`config.mk`:
```
export PLATFORM = sky130hd
export DESIGN_NAME = alu_req_scheduler_flat
export DESIGN_NICKNAME = d
export VERILOG_FILES = /design/src/rtl/alu_req_scheduler_pkg.sv /design/src/rtl/alu_req_scheduler_if.sv /design/src/rtl/alu_req_scheduler_rr_arbiter.sv /design/src/rtl/alu_req_scheduler.sv /design/src/flat_wrapper.sv
export SDC_FILE = /design/constraint.sdc
export NUM_CORES = 1
export LEC_CHECK = 0
export ABC_AREA = 1
export CELL_PAD_IN_SITES_DETAIL_PLACEMENT = 1
export CELL_PAD_IN_SITES_GLOBAL_PLACEMENT = 1
export CORE_MARGIN = 1.5
export CORE_UTILIZATION = 46
export CTS_BUF_LIST = sky130_fd_sc_hd__clkbuf_4 sky130_fd_sc_hd__clkbuf_8 sky130_fd_sc_hd__clkbuf_16
export CTS_CLUSTER_SIZE = 30
export DETAILED_ROUTE_END_ITERATION = 12
export DONT_BUFFER_PORTS = 1
export PLACE_DENSITY_LB_ADDON = 0.1
export SKIP_CTS_REPAIR_TIMING = 1
export SLEW_MARGIN = 20
export SYNTH_ARGS = -nofsm -noshare
export SYNTH_HDL_FRONTEND = slang
export SYNTH_SLANG_ARGS = --single-unit
```
`constraint.sdc`:
```
create_clock -name clk -period 4 [get_ports clk]
set_input_delay 0.8 -clock clk [delete_from_list [all_inputs] [get_ports clk]]
set_output_delay 0.8 -clock clk [all_outputs]
set_load 0.02 [all_outputs]
```
`src/rtl/alu_req_scheduler_pkg.sv`:
```
// rtl/alu_req_scheduler_pkg.sv - shared constants and types for the ALU request scheduler
package alu_sched_pkg;

    localparam logic [1:0] OP_ADD = 2'b00;
    localparam logic [1:0] OP_SUB = 2'b01;
    localparam logic [1:0] OP_MUL = 2'b10;
    localparam logic [1:0] OP_DIV = 2'b11;

    localparam int N_REQ_DEFAULT   = 4;
    localparam int TIMEOUT_DEFAULT = 64;
    localparam int CNT_W_DEFAULT   = 7;
    localparam int ID_W            = 3;

    typedef enum logic [1:0] {
        ST_IDLE  = 2'd0,
        ST_ISSUE = 2'd1,
        ST_WAIT  = 2'd2,
        ST_RESP  = 2'd3
    } sched_state_t;

endpackage

```
`src/rtl/alu_req_scheduler_if.sv`:
```
// rtl/alu_req_scheduler_if.sv - requester channels and ALU-side signals of the scheduler
interface alu_req_scheduler_if #(
    parameter int N_REQ = 4
);
    logic [N_REQ-1:0]   req_valid;
    logic [N_REQ-1:0]   req_ready;
    logic [2*N_REQ-1:0] req_op;
    logic [8*N_REQ-1:0] req_a;
    logic [8*N_REQ-1:0] req_b;
    logic [N_REQ-1:0]   rsp_valid;
    logic [N_REQ-1:0]   rsp_ready;
    logic [15:0]        rsp_result;
    logic               rsp_err;
    logic               alu_start;
    logic [1:0]         alu_op_code;
    logic [7:0]         alu_operand_a;
    logic [7:0]         alu_operand_b;
    logic [15:0]        alu_result;
    logic               alu_done;

    // requesters plus the ALU, i.e. everything around the scheduler
    modport master (
        output req_valid, req_op, req_a, req_b, rsp_ready, alu_result, alu_done,
        input  req_ready, rsp_valid, rsp_result, rsp_err,
        input  alu_start, alu_op_code, alu_operand_a, alu_operand_b
    );

    // the scheduler itself
    modport slave (
        input  req_valid, req_op, req_a, req_b, rsp_ready, alu_result, alu_done,
        output req_ready, rsp_valid, rsp_result, rsp_err,
        output alu_start, alu_op_code, alu_operand_a, alu_operand_b
    );
endinterface

```
`src/rtl/alu_req_scheduler_rr_arbiter.sv`:
```
// rtl/alu_req_scheduler_rr_arbiter.sv - combinational round-robin pick starting at a pointer
module rr_arbiter
    import alu_sched_pkg::*;
#(
    parameter int N_REQ = 4
) (
    input  logic [N_REQ-1:0] req,
    input  logic [ID_W-1:0]  ptr,
    output logic [N_REQ-1:0] grant,
    output logic [ID_W-1:0]  grant_idx,
    output logic             any_req
);
    logic            hi_hit;
    logic            lo_hit;
    logic [ID_W-1:0] hi_idx;
    logic [ID_W-1:0] lo_idx;

    // lowest request at/above ptr wins; otherwise wrap to the lowest request overall
    always_comb begin
        hi_hit = 1'b0;
        lo_hit = 1'b0;
        hi_idx = '0;
        lo_idx = '0;
        for (int j = N_REQ - 1; j >= 0; j--) begin
            if (req[j]) begin
                lo_hit = 1'b1;
                lo_idx = ID_W'(j);
                if (j >= int'(ptr)) begin
                    hi_hit = 1'b1;
                    hi_idx = ID_W'(j);
                end
            end
        end
    end

    assign any_req   = lo_hit;
    assign grant_idx = hi_hit ? hi_idx : lo_idx;

    // expand the winning index to a one-hot grant
    always_comb begin
        grant = '0;
        for (int j = 0; j < N_REQ; j++) begin
            grant[j] = any_req && (grant_idx == ID_W'(j));
        end
    end
endmodule

```
`src/rtl/alu_req_scheduler.sv`:
```
// rtl/alu_req_scheduler.sv - shares one ALU between N_REQ requesters with RR arbitration and watchdog
module alu_req_scheduler
    import alu_sched_pkg::*;
#(
    parameter int N_REQ   = N_REQ_DEFAULT,
    parameter int TIMEOUT = TIMEOUT_DEFAULT,
    parameter int CNT_W   = CNT_W_DEFAULT
) (
    input  logic              clk,
    input  logic              reset,
    alu_req_scheduler_if.slave bus,
    output logic              busy,
    output logic [ID_W-1:0]   grant_id
);
    sched_state_t     state;
    sched_state_t     state_nxt;
    logic [N_REQ-1:0] arb_grant;
    logic [ID_W-1:0]  arb_idx;
    logic             arb_any;
    logic [ID_W-1:0]  rr_ptr;
    logic [N_REQ-1:0] grant_oh;
    logic [1:0]       op_sel;
    logic [7:0]       a_sel;
    logic [7:0]       b_sel;
    logic [1:0]       op_q;
    logic [7:0]       a_q;
    logic [7:0]       b_q;
    logic [15:0]      result_q;
    logic             err_q;
    logic             done_q;
    logic [CNT_W-1:0] wdog;
    logic             complete;
    logic             timeout_hit;
    logic             rsp_ack;

    rr_arbiter #(.N_REQ(N_REQ)) u_arb (
        .req       (bus.req_valid),
        .ptr       (rr_ptr),
        .grant     (arb_grant),
        .grant_idx (arb_idx),
        .any_req   (arb_any)
    );

    // operand mux for the current arbitration winner
    always_comb begin
        op_sel = '0;
        a_sel  = '0;
        b_sel  = '0;
        for (int i = 0; i < N_REQ; i++) begin
            if (arb_grant[i]) begin
                op_sel = bus.req_op[2*i +: 2];
                a_sel  = bus.req_a[8*i +: 8];
                b_sel  = bus.req_b[8*i +: 8];
            end
        end
    end

    // only a fresh rising edge of done counts, so a done level left over from the previous op is ignored
    assign complete    = bus.alu_done & ~done_q;
    assign timeout_hit = (wdog == CNT_W'(TIMEOUT - 1));
    assign rsp_ack     = |(bus.rsp_ready & grant_oh);

    // state register
    always_ff @(posedge clk or negedge reset) begin
        if (!reset) begin
            state <= ST_IDLE;
        end else begin
            state <= state_nxt;
        end
    end

    // next-state logic; completion takes priority over a coinciding timeout
    always_comb begin
        state_nxt = state;
        case (state)
            ST_IDLE:  if (arb_any) state_nxt = ST_ISSUE;
            ST_ISSUE: state_nxt = ST_WAIT;
            ST_WAIT:  if (complete || timeout_hit) state_nxt = ST_RESP;
            ST_RESP:  if (rsp_ack) state_nxt = ST_IDLE;
            default:  state_nxt = ST_IDLE;
        endcase
    end

    // outputs decoded from state; operands come from the holding regs so they stay put for the whole op
    always_comb begin
        busy              = (state != ST_IDLE);
        bus.req_ready     = (state == ST_IDLE) ? arb_grant : '0;
        bus.alu_start     = (state == ST_ISSUE);
        bus.rsp_valid     = (state == ST_RESP) ? grant_oh : '0;
        bus.rsp_result    = (state == ST_RESP) ? result_q : '0;
        bus.rsp_err       = (state == ST_RESP) ? err_q : 1'b0;
        bus.alu_op_code   = busy ? op_q : '0;
        bus.alu_operand_a = busy ? a_q : '0;
        bus.alu_operand_b = busy ? b_q : '0;
    end

    // holding registers, rr pointer, watchdog and result capture
    always_ff @(posedge clk or negedge reset) begin
        if (!reset) begin
            rr_ptr   <= '0;
            grant_id <= '0;
            grant_oh <= '0;
            op_q     <= '0;
            a_q      <= '0;
            b_q      <= '0;
            result_q <= '0;
            err_q    <= 1'b0;
            done_q   <= 1'b0;
            wdog     <= '0;
        end else begin
            done_q <= bus.alu_done;
            case (state)
                ST_IDLE: begin
                    if (arb_any) begin
                        op_q     <= op_sel;
                        a_q      <= a_sel;
                        b_q      <= b_sel;
                        grant_id <= arb_idx;
                        grant_oh <= arb_grant;
                        rr_ptr   <= (arb_idx == ID_W'(N_REQ - 1)) ? '0 : arb_idx + ID_W'(1);
                    end
                end
                ST_ISSUE: begin
                    wdog <= '0;
                end
                ST_WAIT: begin
                    wdog <= wdog + CNT_W'(1);
                    if (complete) begin
                        result_q <= bus.alu_result;
                        err_q    <= 1'b0;
                    end else if (timeout_hit) begin
                        result_q <= '0;
                        err_q    <= 1'b1;
                    end
                end
                default: begin
                end
            endcase
        end
    end
endmodule

```
`src/flat_wrapper.sv`:
```
// flat-port wrapper written by rule: the top's interface ports become plain ports
module alu_req_scheduler_flat import alu_sched_pkg::*;
#(
    parameter int N_REQ   = N_REQ_DEFAULT,
    parameter int TIMEOUT = TIMEOUT_DEFAULT,
    parameter int CNT_W   = CNT_W_DEFAULT
)
  (clk, reset, busy, grant_id, bus_req_valid, bus_req_op, bus_req_a, bus_req_b, bus_rsp_ready, bus_alu_result, bus_alu_done, bus_req_ready, bus_rsp_valid, bus_rsp_result, bus_rsp_err, bus_alu_start, bus_alu_op_code, bus_alu_operand_a, bus_alu_operand_b);
  alu_req_scheduler_if #(.N_REQ(N_REQ)) bus_i ();
  input  logic clk;
  input  logic reset;
  output logic busy;
  output logic [ID_W-1:0] grant_id;
  input wire logic [$bits(bus_i.req_valid)-1:0] bus_req_valid;
  input wire logic [$bits(bus_i.req_op)-1:0] bus_req_op;
  input wire logic [$bits(bus_i.req_a)-1:0] bus_req_a;
  input wire logic [$bits(bus_i.req_b)-1:0] bus_req_b;
  input wire logic [$bits(bus_i.rsp_ready)-1:0] bus_rsp_ready;
  input wire logic [$bits(bus_i.alu_result)-1:0] bus_alu_result;
  input wire logic [$bits(bus_i.alu_done)-1:0] bus_alu_done;
  output wire logic [$bits(bus_i.req_ready)-1:0] bus_req_ready;
  output wire logic [$bits(bus_i.rsp_valid)-1:0] bus_rsp_valid;
  output wire logic [$bits(bus_i.rsp_result)-1:0] bus_rsp_result;
  output wire logic [$bits(bus_i.rsp_err)-1:0] bus_rsp_err;
  output wire logic [$bits(bus_i.alu_start)-1:0] bus_alu_start;
  output wire logic [$bits(bus_i.alu_op_code)-1:0] bus_alu_op_code;
  output wire logic [$bits(bus_i.alu_operand_a)-1:0] bus_alu_operand_a;
  output wire logic [$bits(bus_i.alu_operand_b)-1:0] bus_alu_operand_b;
  assign bus_i.req_valid = bus_req_valid;
  assign bus_i.req_op = bus_req_op;
  assign bus_i.req_a = bus_req_a;
  assign bus_i.req_b = bus_req_b;
  assign bus_i.rsp_ready = bus_rsp_ready;
  assign bus_i.alu_result = bus_alu_result;
  assign bus_i.alu_done = bus_alu_done;
  assign bus_req_ready = bus_i.req_ready;
  assign bus_rsp_valid = bus_i.rsp_valid;
  assign bus_rsp_result = bus_i.rsp_result;
  assign bus_rsp_err = bus_i.rsp_err;
  assign bus_alu_start = bus_i.alu_start;
  assign bus_alu_op_code = bus_i.alu_op_code;
  assign bus_alu_operand_a = bus_i.alu_operand_a;
  assign bus_alu_operand_b = bus_i.alu_operand_b;
  alu_req_scheduler #(.N_REQ(N_REQ), .TIMEOUT(TIMEOUT), .CNT_W(CNT_W)) u_core (.clk(clk), .reset(reset), .bus(bus_i), .busy(busy), .grant_id(grant_id));
endmodule
```
After elaboration in Yosys (flattened, before gate mapping)
Cells that the tools add are included.

operators by class
  reduce and logical (&&, ||, !) cells = 14
  add/subtract/negate cells = 2
  $lt $le $gt $ge = 4
  muxes and demuxes = 54
  equal/unequal tests = 10
  bitwise logic cells = 3

operators with widths
  cell                                                   count
  two-way mux 8 bit                                      10
  two-way mux 16 bit                                     3
  two-way mux 3 bit                                      11
  two-way mux 2 bit                                      11
  two-way mux 1 bit                                      15
  one-hot mux 7 bit (2 select lines)                     1
  two-way mux 4 bit                                      2
  one-hot mux 2 bit (4 select lines)                     1
  adder 7 x 1 -> 7 bit, second input constant            1
  == test 7 x 6 -> 1 bit, second input constant          1
  == test 3 x 2 -> 1 bit, second input constant          2
  >= comparator 1 x 3 -> 1 bit, first input constant     2
  >= comparator 2 x 3 -> 1 bit, first input constant     2
  nonzero test 2 bit                                     3
  bitwise AND 4 bit                                      1
  == test 2 bit, second input constant                   2
  logical AND 1 bit                                      4
  inequality test 2 x 1 -> 1 bit, second input constant  2
  AND reduction 2 bit                                    2
  OR reduction 4 bit                                     1
  adder 3 x 1 -> 3 bit, second input constant            1
  == test 3 x 1 -> 1 bit, second input constant          1
  logical NOT 3 bit                                      1
  AND reduction 3 bit                                    1
  6 further kinds                                        6

word-level totals
  bits in registers = 55
  output and inout bits = 48
  input bits = 99
  word-level logic and storage cells = 98

Depth between registers and ports, before layout
Gate-level depths: netlist of the first run.

  depth after elaboration = 16
  depth in mapped cells = 18

Modules after synthesis
Synthesis of the first run repeated with hierarchy kept, for this count alone.

unflattened totals
  cell total of the unflattened synthesis = 491
  area total of the unflattened synthesis = 3377.0 µm²

modules (own cells, without submodules)
  module             area each (µm²)  sequential area each (µm²)  cells each  times used
  alu_req_scheduler  3198.1           1376.3                      455         1
  rr_arbiter         178.9            0.0                         36          1

Worst setup path before layout of the first run
No wires, ideal clock.

  path kind = input to output
  start = input bus_req_valid[0]
  end = output bus_req_ready[1]
  setup slack = 0.949 ns
  stages = 13
  data arrival time = 2.251 ns
  data required time = 3.200 ns
  cells stage by stage = inv_1 nor2_1 nand2_1 nand2_1 inv_1 nand3_1 nand2_1 inv_1 ha_1 buf_2 buf_1 inv_1 nor2_1

between the ends
  longest elaborated chain between the ends = 5
  elaborated cells between the ends (all ways) = 8

ends and longest elaborated chain
  what                                                           RTL line                            source
  start, declared                                                flat_wrapper.sv:14                  input wire logic [$bits(bus_i.req_valid)-1:0] bus_req_valid;
  two-way mux 3 bit / two-way mux 1 bit (equally long branches)  alu_req_scheduler_rr_arbiter.sv:25  if (req[j]) begin
  two-way mux 3 bit *                                            alu_req_scheduler_rr_arbiter.sv:37  assign grant_idx = hi_hit ? hi_idx : lo_idx;
  net u_core.arb_idx[0]                                          alu_req_scheduler.sv:18             logic [ID_W-1:0] arb_idx;
  == test 3 x 1 -> 1 bit *                                       alu_req_scheduler_rr_arbiter.sv:43  grant[j] = any_req && (grant_idx == ID_W'(j));
  logical AND 1 bit *                                            alu_req_scheduler_rr_arbiter.sv:43
  two-way mux 4 bit *                                            alu_req_scheduler.sv:87             bus.req_ready = (state == ST_IDLE) ? arb_grant : '0;
  end, declared                                                  flat_wrapper.sv:21                  output wire logic [$bits(bus_i.req_ready)-1:0] bus_req_ready;

Mark *: on every way through the listed nets, which the timed path passes. The rest lies on a longest branch.

Final worst setup path of the first run
  start = input bus_req_valid[0]
  end = output bus_req_ready[0]

between the ends
  longest elaborated chain between the ends = 5
  elaborated cells between the ends (all ways) = 8

ends and longest elaborated chain
  what                                                           RTL line
  two-way mux 3 bit / two-way mux 1 bit (equally long branches)  alu_req_scheduler_rr_arbiter.sv:25
  two-way mux 3 bit                                              alu_req_scheduler_rr_arbiter.sv:37
  logical NOT 3 bit                                              alu_req_scheduler_rr_arbiter.sv:43
  logical AND 1 bit *                                            alu_req_scheduler_rr_arbiter.sv:43
  two-way mux 4 bit *                                            alu_req_scheduler.sv:87

Mark *: on every way between the ends. The rest lies on a longest branch, timed or not.

==> results of run 1 <==
## worst reg2reg max path, delay by kind of cell (launching register included)
kind	cells	cell delay (ns)
adder cells (fa/ha/maj)	1	0.20
AND/OR/NAND/NOR	12	0.99
buffers and inverters	3	0.52
flip-flops	1	0.41
## power breakdown
group	switching [W]	internal, W
sequential	0.000138	0.000747
combinational	0.00113	0.000448
clock	0.000181	0.000204
total	0.00145	0.00140
## stage by stage
stage	util, %	total power [W]	instances	hold slack, ns
global placement	47.6	0.00242	679	0.463
finish	49.1	0.00285	687	0.167
CTS	49.1	0.00289	687	0.162
detailed placement	47.6	0.00249	679	0.466
floorplan	-	0.00216	602	0.449
global route	49.1	0.00314	687	0.144
## cell usage in the layout, fill, tap and decap left out, drive strengths merged, types with 6 or more instances in the layout
cell type  count
nand2        232
inv           97
nor2          94
nand3         61
dfrtp         53
o21ai         10
ha             9
a21oi          7
clkbuf         6
buf            6
## flip-flops by register name, summed over array words and instances (netlist names)
name and flops:
u_core.state 2, u_core.a_q 8, u_core.err_q 1, u_core.grant_id 2, u_core.grant_oh 4, u_core.wdog 7, u_core.op_q 2, u_core.rr_ptr 2
u_core.done_q 1, u_core.b_q 8, u_core.result_q 16
## final timing paths
check | slack [ns] | endpoint | cells after the start | start
setup / recovery | 1.01 | bus_req_ready[0] | 11 | bus_req_valid[0]
hold / removal | 0.17 | u_core.result_q[13]$_DFFE_PN0P_ | 0 | reset
setup reg to reg | 1.77 | u_core.b_q[5]$_DFFE_PN0P_ | 16 | u_core.rr_ptr[0]$_DFFE_PN0P_
hold reg to reg | 0.49 | u_core.a_q[3]$_DFFE_PN0P_ | 2 | u_core.a_q[3]$_DFFE_PN0P_
max in group asynchronous | 3.73 | u_core.wdog[0]$_DFFE_PN0P_ | 0 | reset
min in group clk | 0.49 | u_core.a_q[3]$_DFFE_PN0P_ | 2 | u_core.a_q[3]$_DFFE_PN0P_
## cell type report
cell class	instances	area [µm²]
Clock buffer	6	82.6
Clock inverter	2	37.5
Fill cell	1128	3950
Inverter	97	364
Multi-Input combinational cell	421	1830
Sequential cell	53	1330
Tap cell	102	128
Timing Repair Buffer	6	45.0
## kinds of logic after synthesis
group / after synthesis / share of synthesized area [%]
other: 1 / 0.101
and+or+nand+nor: 390 / 43.1
DFF: 53 / 35.7
xor gates and xnor gates: 1 / 0.236
adders and majority gates: 9 / 3.03
AOI/OAI and AO/OA: 20 / 2.90
buffers and inverters: 128 / 14.9
## metal layers
metal | up-vias | wire [µm] | share of wire (%) | track usage, %
met5 | - | 0 | 0 | 0
met4 | 0 | 146 | 1.5 | 5.05
met3 | 14 | 607 | 6.2 | 5.50
met2 | 87 | 4930 | 50 | 41.7
met1 | 1639 | 4150 | 42 | 28.7
li1 | 1734 | - | - | -
==> summary.txt, run 1 <==
CELLS AND AREA
----------------------------------------------------------------------------------------
Ratio of cells with drive above 1 in the final layout                              3.93%
Number of nets in the layout                                                         692
Layout Area Growth over Synthesis                                                  2.76%
Antenna Cells                                                                          0
Summed area of non-filler cells in the final layout                             3810 µm²

SYNTHESIS
----------------------------------------------------------------------------------------
Syn_area_per_cell                                                               6.16 µm²
Proportion of synthesized chip area in sequential cells                            35.7%
Number of warnings issued by yosys                                                     0
Post-synth net total                                                                 710
Share of flip-flops with an asynchronous set or reset after synthesis               100%
Post-Syn Area                                                                   3710 µm²
Post-synthesis register bit count                                                     53
List of most frequent post-synthesis cells                                  226 x nand2_1, 97 x inv_1, 91 x nor2_1
Count of flip-flops with a built-in enable after synthesis                             0
Most common cell in the netlist                                                  nand2_1
Gate Count Post-Synth                                                                602
Dominant synthesized flop cell                                                   dfrtp_1
Distinct cell type count of the synthesized netlist                                   27
Biggest area contributors in the synthesized netlist                        dfrtp_1 36%, nand2_1 23%, inv_1 9.8%
Most area-hungry cell type in the Yosys netlist                                  dfrtp_1
Share of the synthesized area in the top cell type                                 35.7%

PLACE
----------------------------------------------------------------------------------------
Final GP Congestion                                                                0.790
Worst setup slack after placement                                               0.991 ns
Post-Place Cell Area                                                            3690 µm²
Count of input and output buffers                                                      0
HPWL Detailed                                                                    7550 µm

GLOBAL ROUTE
----------------------------------------------------------------------------------------
Number of global-route vias before repair                                          3,534
Global routing usage summed across all routing layers                              23.4%
Antenna violations before repair                                                       0
Congestion Overflow GR                                                                 0
Largest net degree at the start of global routing                                     58
Global-route wire length before repair                                         16,200 µm

CLOCK NETWORK
----------------------------------------------------------------------------------------
Clock latency on the worst-skew pair                                             0.31 ns
Clock buffer depth                                                                     2
Clock root buffer                                                               clkbuf_8
Number of H-tree levels                                                                2
Worst-path clk slew                                                              0.10 ns
CTS Buf Count                                                                          5
CTS tree                                                                             yes
TritonCTS sink count                                                                  53

ROUTE
----------------------------------------------------------------------------------------
DRC marker count from the first detailed-route iteration                             111
Detailed-route wire length per cell                                              14.3 µm
Via count                                                                          3,474
Post-Route WL                                                                    9830 µm
Post-route ant nets                                                                    0
Drt drc                                                                                0
1st-pass router iterations                                                             4
Vias/cell                                                                           5.06

WORST HOLD PATH
----------------------------------------------------------------------------------------
Class of the tightest hold or removal check                                  in -> async

CRITICAL PATH
----------------------------------------------------------------------------------------
Worst setup path class                                                         in -> out
Critical Path Start Type                                                       input pin
Top cell family by delay on the critical path                               simple AND/OR/NAND/NOR gates
Required time of the critical path                                               3.20 ns
Worst Path Arrival                                                               2.19 ns
Kind of end point of the critical path                                       output port
Maximum fanout along the worst path                                                   19
CP max stage delay                                                               0.37 ns
Critical Path, Cell by Cell                                                 inv_1, nor2_1, nand2_1, nand2_1, inv_1, nand3_1, nand2_1, ha_1, buf_4, inv_1, nor2_1
Buf/Inv on CP                                                                          4
Highest-delay cell along the critical path                                        nor2_1

STA
----------------------------------------------------------------------------------------
Setup clock skew after layout                                                 0.00945 ns
Peak Freq                                                                        334 MHz
Final critical-path setup slack                                                  1.01 ns
Time the worst path needs with I/O delays and setup                              2.99 ns
Portion of the clock cycle consumed by the worst path in the final layout          74.8%
Relative slew slack                                                                47.8%
Setup violations, final                                                                0
Unrepaired setup endpoints after global routing                                    false
Pins Over Slew Limit                                                                   0
Slew at the pin with the worst max-slew slack                                   0.783 ns
Setup TNS after final layout                                                        0 ns
Number of hold-slack violations in the final timing report                             0

DIE
----------------------------------------------------------------------------------------
Vertical die dimension                                                           92.8 µm
Boundary pin count                                                                   147
Core footprint                                                                  7770 µm²
Starting Density                                                                   47.8%
# rows                                                                                32
Die X                                                                            92.8 µm
Die Area                                                                        8620 µm²

RUN STATUS
----------------------------------------------------------------------------------------
Outcome                                                                        completed

POWER
----------------------------------------------------------------------------------------
Worst voltage drop across the vdd grid                                          0.354 mV
Leakage component of the power                                                   2.42 nW
Power Dens Cells                                                              747 nW/µm²

RUN
----------------------------------------------------------------------------------------
Number of maximum-capacitance constraint violations                                    0

(Power assumes the default switching activity.)
==> run 2: changes to the inputs <==
Settings changed: CORE_UTILIZATION 46 to 43.
Clock period 4 ns to 2.8 ns, I/O delays scaled along.
==> run 2 against run 1 <==
Compared with the run above: register-to-register slack got worse by 1.1 ns; clock power increased by 61%; critical path type is now reg -> out; sequential share of layout area decreased by 0.74 points; count of clock-buffer cells in the layout decreased by 1; global-route usage decreased by 0.91 points; combinational power increased by 46%; sequential cell count unchanged.
==> summary.txt, run 2 (synthesis results as in run 1) <==
STA
----------------------------------------------------------------------------------------
Setup TNS after final layout                                                        0 ns   unchanged
Setup clock skew after layout                                                 0.00964 ns   +0.000186 ns
Number of hold-slack violations in the final timing report                             0   unchanged
Final critical-path setup slack                                                 0.256 ns   -0.750 ns
Pins Over Slew Limit                                                                   0   unchanged
Portion of the clock cycle consumed by the worst path in the final layout          90.9%
Peak Freq                                                                        393 MHz
Time the worst path needs with I/O delays and setup                              2.54 ns
Relative slew slack                                                                49.9%   +2.1 points
Unrepaired setup endpoints after global routing                                    false
Slew at the pin with the worst max-slew slack                                   0.752 ns   -0.0316 ns
Setup violations, final                                                                0   unchanged

PLACE
----------------------------------------------------------------------------------------
HPWL Detailed                                                                    7740 µm   +2.5%
Worst setup slack after placement                                               0.503 ns   -0.489 ns
Final GP Congestion                                                                0.761   -3.6%
Number of instances in the placed design                                             687   +1.2%
Count of input and output buffers                                                      0   unchanged

RUN STATUS
----------------------------------------------------------------------------------------
Outcome                                                                        completed

RUN
----------------------------------------------------------------------------------------
Number of maximum-capacitance constraint violations                                    0   unchanged

GLOBAL ROUTE
----------------------------------------------------------------------------------------
Global-route met1 utilization                                                      27.4%   -1.3 points
Antenna violations before repair                                                       0   unchanged
Number of global-route vias before repair                                          3,487   -1.3%
Met2 Usage GRT                                                                     41.5%   -0.12 points
Gr busiest metal                                                                    met2
Global routing usage summed across all routing layers                              22.5%   -0.91 points
Largest net degree at the start of global routing                                     55   -5.2%
Congestion Overflow GR                                                                 0   unchanged
Global-route wire length before repair                                         16,200 µm   about the same
M3 GR Usage                                                                        4.42%   -1.1 points

WORST HOLD PATH
----------------------------------------------------------------------------------------
Class of the tightest hold or removal check                                  in -> async

ROUTE
----------------------------------------------------------------------------------------
Vias/cell                                                                           5.04   -0.30%
Post-route ant nets                                                                    0   unchanged
Via count                                                                          3,509   +1.0%
Drt drc                                                                                0   unchanged
1st-pass router iterations                                                             4   unchanged
Post-Route WL                                                                  10,000 µm   +2.2%
Detailed-route wire length per cell                                              14.4 µm   +0.85%
DRC marker count from the first detailed-route iteration                             102   -8.1%

CLOCK NETWORK
----------------------------------------------------------------------------------------
TritonCTS sink count                                                                  53   unchanged
Clock latency on the worst-skew pair                                             0.31 ns   about the same
Number of H-tree levels                                                                2   unchanged
CTS tree                                                                             yes
Clock root buffer                                                               clkbuf_8
Worst-path clk slew                                                              0.10 ns   about the same
CTS Buf Count                                                                          5   unchanged
Clock buffer depth                                                                     2   unchanged

CELLS AND AREA
----------------------------------------------------------------------------------------
Highest-count cells in the layout ignoring fill and taps                    226 x nand2_1, 97 x inv_1, 91 x nor2_1, 61 x nand3_1, 53 x dfrtp_1
Number of non-filler instances in the completed layout                               696   +1.3%
Max FFs per register                                                                  16   unchanged
Top reg by flops                                                            u_core.result_q
Layout Area Growth over Synthesis                                                  4.99%
Number of nets in the layout                                                         698   +0.87%
Ratio of cells with drive above 1 in the final layout                              4.91%   +0.98 points
Biggest registers after layout                                              u_core.result_q (16), u_core.a_q (8), u_core.b_q (8)
Antenna Cells                                                                          0   unchanged
Leading cell type in the layout, fill and taps excluded                          nand2_1

DIE
----------------------------------------------------------------------------------------
Vertical die dimension                                                           95.9 µm   +3.3%
# rows                                                                                33   +3.1%
Starting Density                                                                   44.7%   -3.1 points
Boundary pin count                                                                   147   unchanged
Die Area                                                                        9200 µm²   +6.7%
Core footprint                                                                  8300 µm²   +6.8%
Die X                                                                            95.9 µm   +3.3%

CRITICAL PATH
----------------------------------------------------------------------------------------
Worst reg2reg path depth                                                              14   -2
Required time of the critical path                                               2.24 ns   -0.96 ns
Worst setup path class                                                        reg -> out
Worst Path Arrival                                                               1.98 ns   -0.21 ns
Kind of end point of the critical path                                       output port
Maximum fanout along the worst path                                                   38   +19
Critical Path Start Type                                                       flip-flop

POWER
----------------------------------------------------------------------------------------
Overall power                                                                  0.00419 W   +47%
Power Dens Cells                                                             1080 nW/µm²   +44%
Worst voltage drop across the vdd grid                                          0.490 mV   +38%
Leakage component of the power                                                   2.47 nW   +2.0%

==> run 2: layout make-up <==
cell class | count | area, µm²
fillers | 1161 | 4400
flip-flops and latches | 53 | 1330
clock buffers | 5 | 68.8
well taps | 105 | 131
inverters | 97 | 364
multi-input cells | 421 | 1830
repair buffers | 12 | 110
clock inverters | 3 | 65.1
==> run 2: path summary, 6_finish.rpt <==
kind	from	to	slack [ns]
max	u_core.state[0]$_DFFE_PN0P_	bus_req_ready[2]	0.26
min	reset	u_core.result_q[13]$_DFFE_PN0P_	0.09
max reg2reg	u_core.rr_ptr[0]$_DFFE_PN0P_	u_core.b_q[4]$_DFFE_PN0P_	0.64
min reg2reg	u_core.b_q[7]$_DFFE_PN0P_	u_core.b_q[7]$_DFFE_PN0P_	0.49
max in group asynchronous	reset	u_core.grant_id[0]$_DFFE_PN0P_	2.47
min in group clk	bus_alu_done	u_core.done_q$_DFF_PN0_	0.26
==> run 2: metal layers <==
metal  vias to the layer above  wire, µm
met1                      1670      4280
met2                        81      5170
met5                         -         0
met3                         9       503
met4                         0        85
li1                       1749         -
==> run 2: per-stage QoR <==
| stage | hold slack, ns | instance area [µm²] | util (%) |
|---|---|---|---|
| after floorplan | 0.264 | 3710 | - |
| after global placement | 0.266 | 3730 | 45.0 |
| after detailed placement | 0.266 | 3730 | 45.0 |
| after CTS | -0.0845 | 3870 | 46.6 |
| after global routing | 0.0922 | 3900 | 46.9 |
| final | 0.0865 | 3900 | 46.9 |
==> run 2: report_power, final <==
group	leakage (nW)	switching (W)	internal (W)	total, W
clock network	0.0681	0.000264	0.000355	0.000620
logic	1.71	0.00162	0.000674	0.00230
registers	0.689	0.000208	0.00107	0.00128
total	2.47	0.00209	0.00210	0.00419
==> run 2: critical path: stages, from the launching register on <==
cell and delay, ns:
dfrtp_1 0.42, inv_1 0.11, ha_1 0.43, nand2_4 0.32, nor2_1 0.21, buf_4 0.17
==> run 3: changes to the inputs <==
Settings changed: CORE_MARGIN 1.5 to default, HOLD_SLACK_MARGIN from default to 0.1.
==> run 3 against run 2 <==
Compared with the run above: critical path depth is the same; via count grew 0.23%; combinational power is essentially flat; total power shrank 1.9%; sequential cell count is the same; clock power shrank 13%; die area shrank 2.1%; largest cell class unchanged; sequential power is essentially flat; critical path type unchanged; cell count grew 0.14%; register-to-register slack lost 0.04 ns; non-clock buffer count grew 1; first-iteration DRC count shrank 31%.
==> summary.txt, run 3 (synthesis results as in run 1) <==
STA
----------------------------------------------------------------------------------------
Time the worst path needs with I/O delays and setup                              2.49 ns   -0.0494 ns
Setup clock skew after layout                                                  0.0147 ns   +0.00502 ns
Final hold slack                                                                0.265 ns   +0.178 ns
Pins Over Slew Limit                                                                   0   unchanged
Number of hold-slack violations in the final timing report                             0   unchanged
Slew at the pin with the worst max-slew slack                                   0.797 ns   +0.0454 ns
Setup violations, final                                                                0   unchanged
Setup TNS after final layout                                                        0 ns   unchanged
Portion of the clock cycle consumed by the worst path in the final layout          89.1%   -1.8 points
Unrepaired setup endpoints after global routing                                    false
Relative slew slack                                                                46.9%   -3.0 points
Final critical-path setup slack                                                 0.305 ns   +0.0494 ns
Peak Freq                                                                        401 MHz   +2.0%

CELLS AND AREA
----------------------------------------------------------------------------------------
Layout Area Growth over Synthesis                                                  4.75%
Top reg by flops                                                            u_core.result_q
Fill cells                                                                         1,177   +1.4%
Area taken by flip-flops and latches                                            1330 µm²   unchanged
Leading cell type in the layout, fill and taps excluded                          nand2_1
Ratio of cells with drive above 1 in the final layout                              4.90%   -0.0083 points
Area of combinational cells with multiple inputs                                1830 µm²   unchanged
Max FFs per register                                                                  16   unchanged
Highest-count cells in the layout ignoring fill and taps                    226 x nand2_1, 97 x inv_1, 91 x nor2_1, 61 x nand3_1, 53 x dfrtp_1
Number of nets in the layout                                                         699   +0.14%
Antenna Cells                                                                          0   unchanged
Biggest registers after layout                                              u_core.result_q (16), u_core.a_q (8), u_core.b_q (8)

CLOCK NETWORK
----------------------------------------------------------------------------------------
CTS tree                                                                             yes
TritonCTS sink count                                                                  53   unchanged
Number of H-tree levels                                                                2   unchanged
CTS Buf Count                                                                          5   unchanged
Clock latency on the worst-skew pair                                             0.32 ns   about the same
Clock buffer depth                                                                     2   unchanged
Clock root buffer                                                               clkbuf_8
Worst-path clk slew                                                              0.11 ns   about the same

DIE
----------------------------------------------------------------------------------------
# rows                                                                                33   unchanged
Vertical die dimension                                                           94.9 µm   -1.0%
Boundary pin count                                                                   147   unchanged
Die Area                                                                        9010 µm²   -2.1%
Starting Density                                                                   44.7%   unchanged
Core footprint                                                                  8300 µm²   unchanged
Die X                                                                            94.9 µm   -1.0%

CRITICAL PATH
----------------------------------------------------------------------------------------
Critical Path, Cell by Cell                                                 inv_1, ha_1, nand2_4, nor2_1, buf_4
Worst setup path class                                                        reg -> out
Highest-delay cell along the critical path                                          ha_1
End point of the critical path                                              bus_req_ready[3]
Worst reg2reg path depth                                                              14   unchanged
End of the worst register-to-register path                                  u_core.op_q[0]$_DFFE_PN0P_
Kind of end point of the critical path                                       output port
Critical Path Start Type                                                       flip-flop
Top cell family by delay on the critical path                               simple AND/OR/NAND/NOR gates
Required time of the critical path                                               2.24 ns   about the same
Cell count along the critical path                                                     5   unchanged
Buf/Inv on CP                                                                          2   unchanged
Worst Path Arrival                                                               1.93 ns   -0.05 ns
Maximum fanout along the worst path                                                   31   -18%
Reg-to-reg critical path startpoint                                         u_core.rr_ptr[0]$_DFFE_PN0P_
CP max stage delay                                                               0.44 ns   about the same
Reg2reg setup slack                                                              0.60 ns   -0.04 ns
Startpoint of the worst setup timing path                                   u_core.state[0]$_DFFE_PN0P_

ROUTE
----------------------------------------------------------------------------------------
Detailed-route wire length per cell                                              14.3 µm   -0.95%
Post-Route WL                                                                    9970 µm   -0.81%
Vias/cell                                                                           5.05   about the same
Via count                                                                          3,517   +0.23%
Post-route ant nets                                                                    0   unchanged
DRC marker count from the first detailed-route iteration                              70   -31%
1st-pass router iterations                                                             4   unchanged
Drt drc                                                                                0   unchanged

WORST HOLD PATH
----------------------------------------------------------------------------------------
Class of the tightest hold or removal check                                    in -> reg

PLACE
----------------------------------------------------------------------------------------
Final GP Congestion                                                                0.816   +7.2%
Count of input and output buffers                                                      0   unchanged
HPWL Detailed                                                                    7590 µm   -1.9%
Worst setup slack after placement                                               0.445 ns   -0.0579 ns

GLOBAL ROUTE
----------------------------------------------------------------------------------------
Largest net degree at the start of global routing                                     55   unchanged
Number of global-route vias before repair                                          3,357   -3.7%
Global routing usage summed across all routing layers                              22.4%   -0.10 points
Global-route wire length before repair                                         15,700 µm   -3.1%
Antenna violations before repair                                                       0   unchanged
Congestion Overflow GR                                                                 0   unchanged

POWER
----------------------------------------------------------------------------------------
Power Dens Cells                                                             1060 nW/µm²   -1.7%
Overall power                                                                  0.00411 W   -1.9%
Leakage component of the power                                                   2.46 nW   -0.39%
Worst voltage drop across the vdd grid                                          0.447 mV   -8.7%

RUN
----------------------------------------------------------------------------------------
Number of maximum-capacitance constraint violations                                    0   unchanged

RUN STATUS
----------------------------------------------------------------------------------------
Outcome                                                                        completed

-- run 3: worst reg2reg max path: stages, from the launching register on --
cell and delay (ns):
dfrtp_1 0.39, nand2_1 0.09, a21oi_1 0.20, nand3_1 0.13, nand2_1 0.17, inv_1 0.09, ha_1 0.23, buf_4 0.25
nor2_1 0.17, nand3_1 0.09, nand2_1 0.10, nand2_1 0.05, nand2_1 0.07, nand2_1 0.07, nand2_1 0.06
-- run 3: final cells by class --
class                      instances  area share [%]
inverter                          97            9.37
clock buffer                       5            1.77
timing repair buffer              13            3.09
clock inverter                     3            1.19
sequential                        53            34.1
multi-input combinational        421            47.1
tap                              105            3.38
-- run 3: metrics by stage --
step                      area, µm²  utilization [%]  instances
after detailed placement       3730             45.0        687
after CTS                      3850             46.4        695
final                          3890             46.8        697
after floorplan                3710                -        602
after global placement         3730             45.0        687
after global routing           3890             46.8        697
-- run 3: layer usage --
metal	track usage [%]	up-vias	routed length, µm	share of wire, %
met3	4.75	10	550	5.5
li1	-	1751	-	-
met5	0	-	0	0
met2	39.6	87	5070	51
met4	5.56	0	113	1.1
met1	27.7	1669	4230	42
-- run 3: worst min-delay path by stage --
stage	startpoint	endpoint	slack, ns	cells past startpoint
4_1_cts	reset	u_core.b_q[5]$_DFFE_PN0P_	-0.1	0
6_report	bus_alu_done	u_core.done_q$_DFF_PN0_	0.26	0
3_3_place_gp	reset	u_core.b_q[5]$_DFFE_PN0P_	0.27	0
5_1_grt	bus_alu_done	u_core.done_q$_DFF_PN0_	0.25	0
3_5_place_dp	reset	u_core.b_q[4]$_DFFE_PN0P_	0.27	0
2_1_floorplan	reset	u_core.a_q[0]$_DFFE_PN0P_	0.26	0
-- run 3: power by group --
group | total, W | switching, W | internal, W
sequential | 0.00127 | 0.000202 | 0.00107
combinational | 0.00231 | 0.00163 | 0.000674
clock | 0.000538 | 0.000270 | 0.000268
total | 0.00411 | 0.00210 | 0.00201
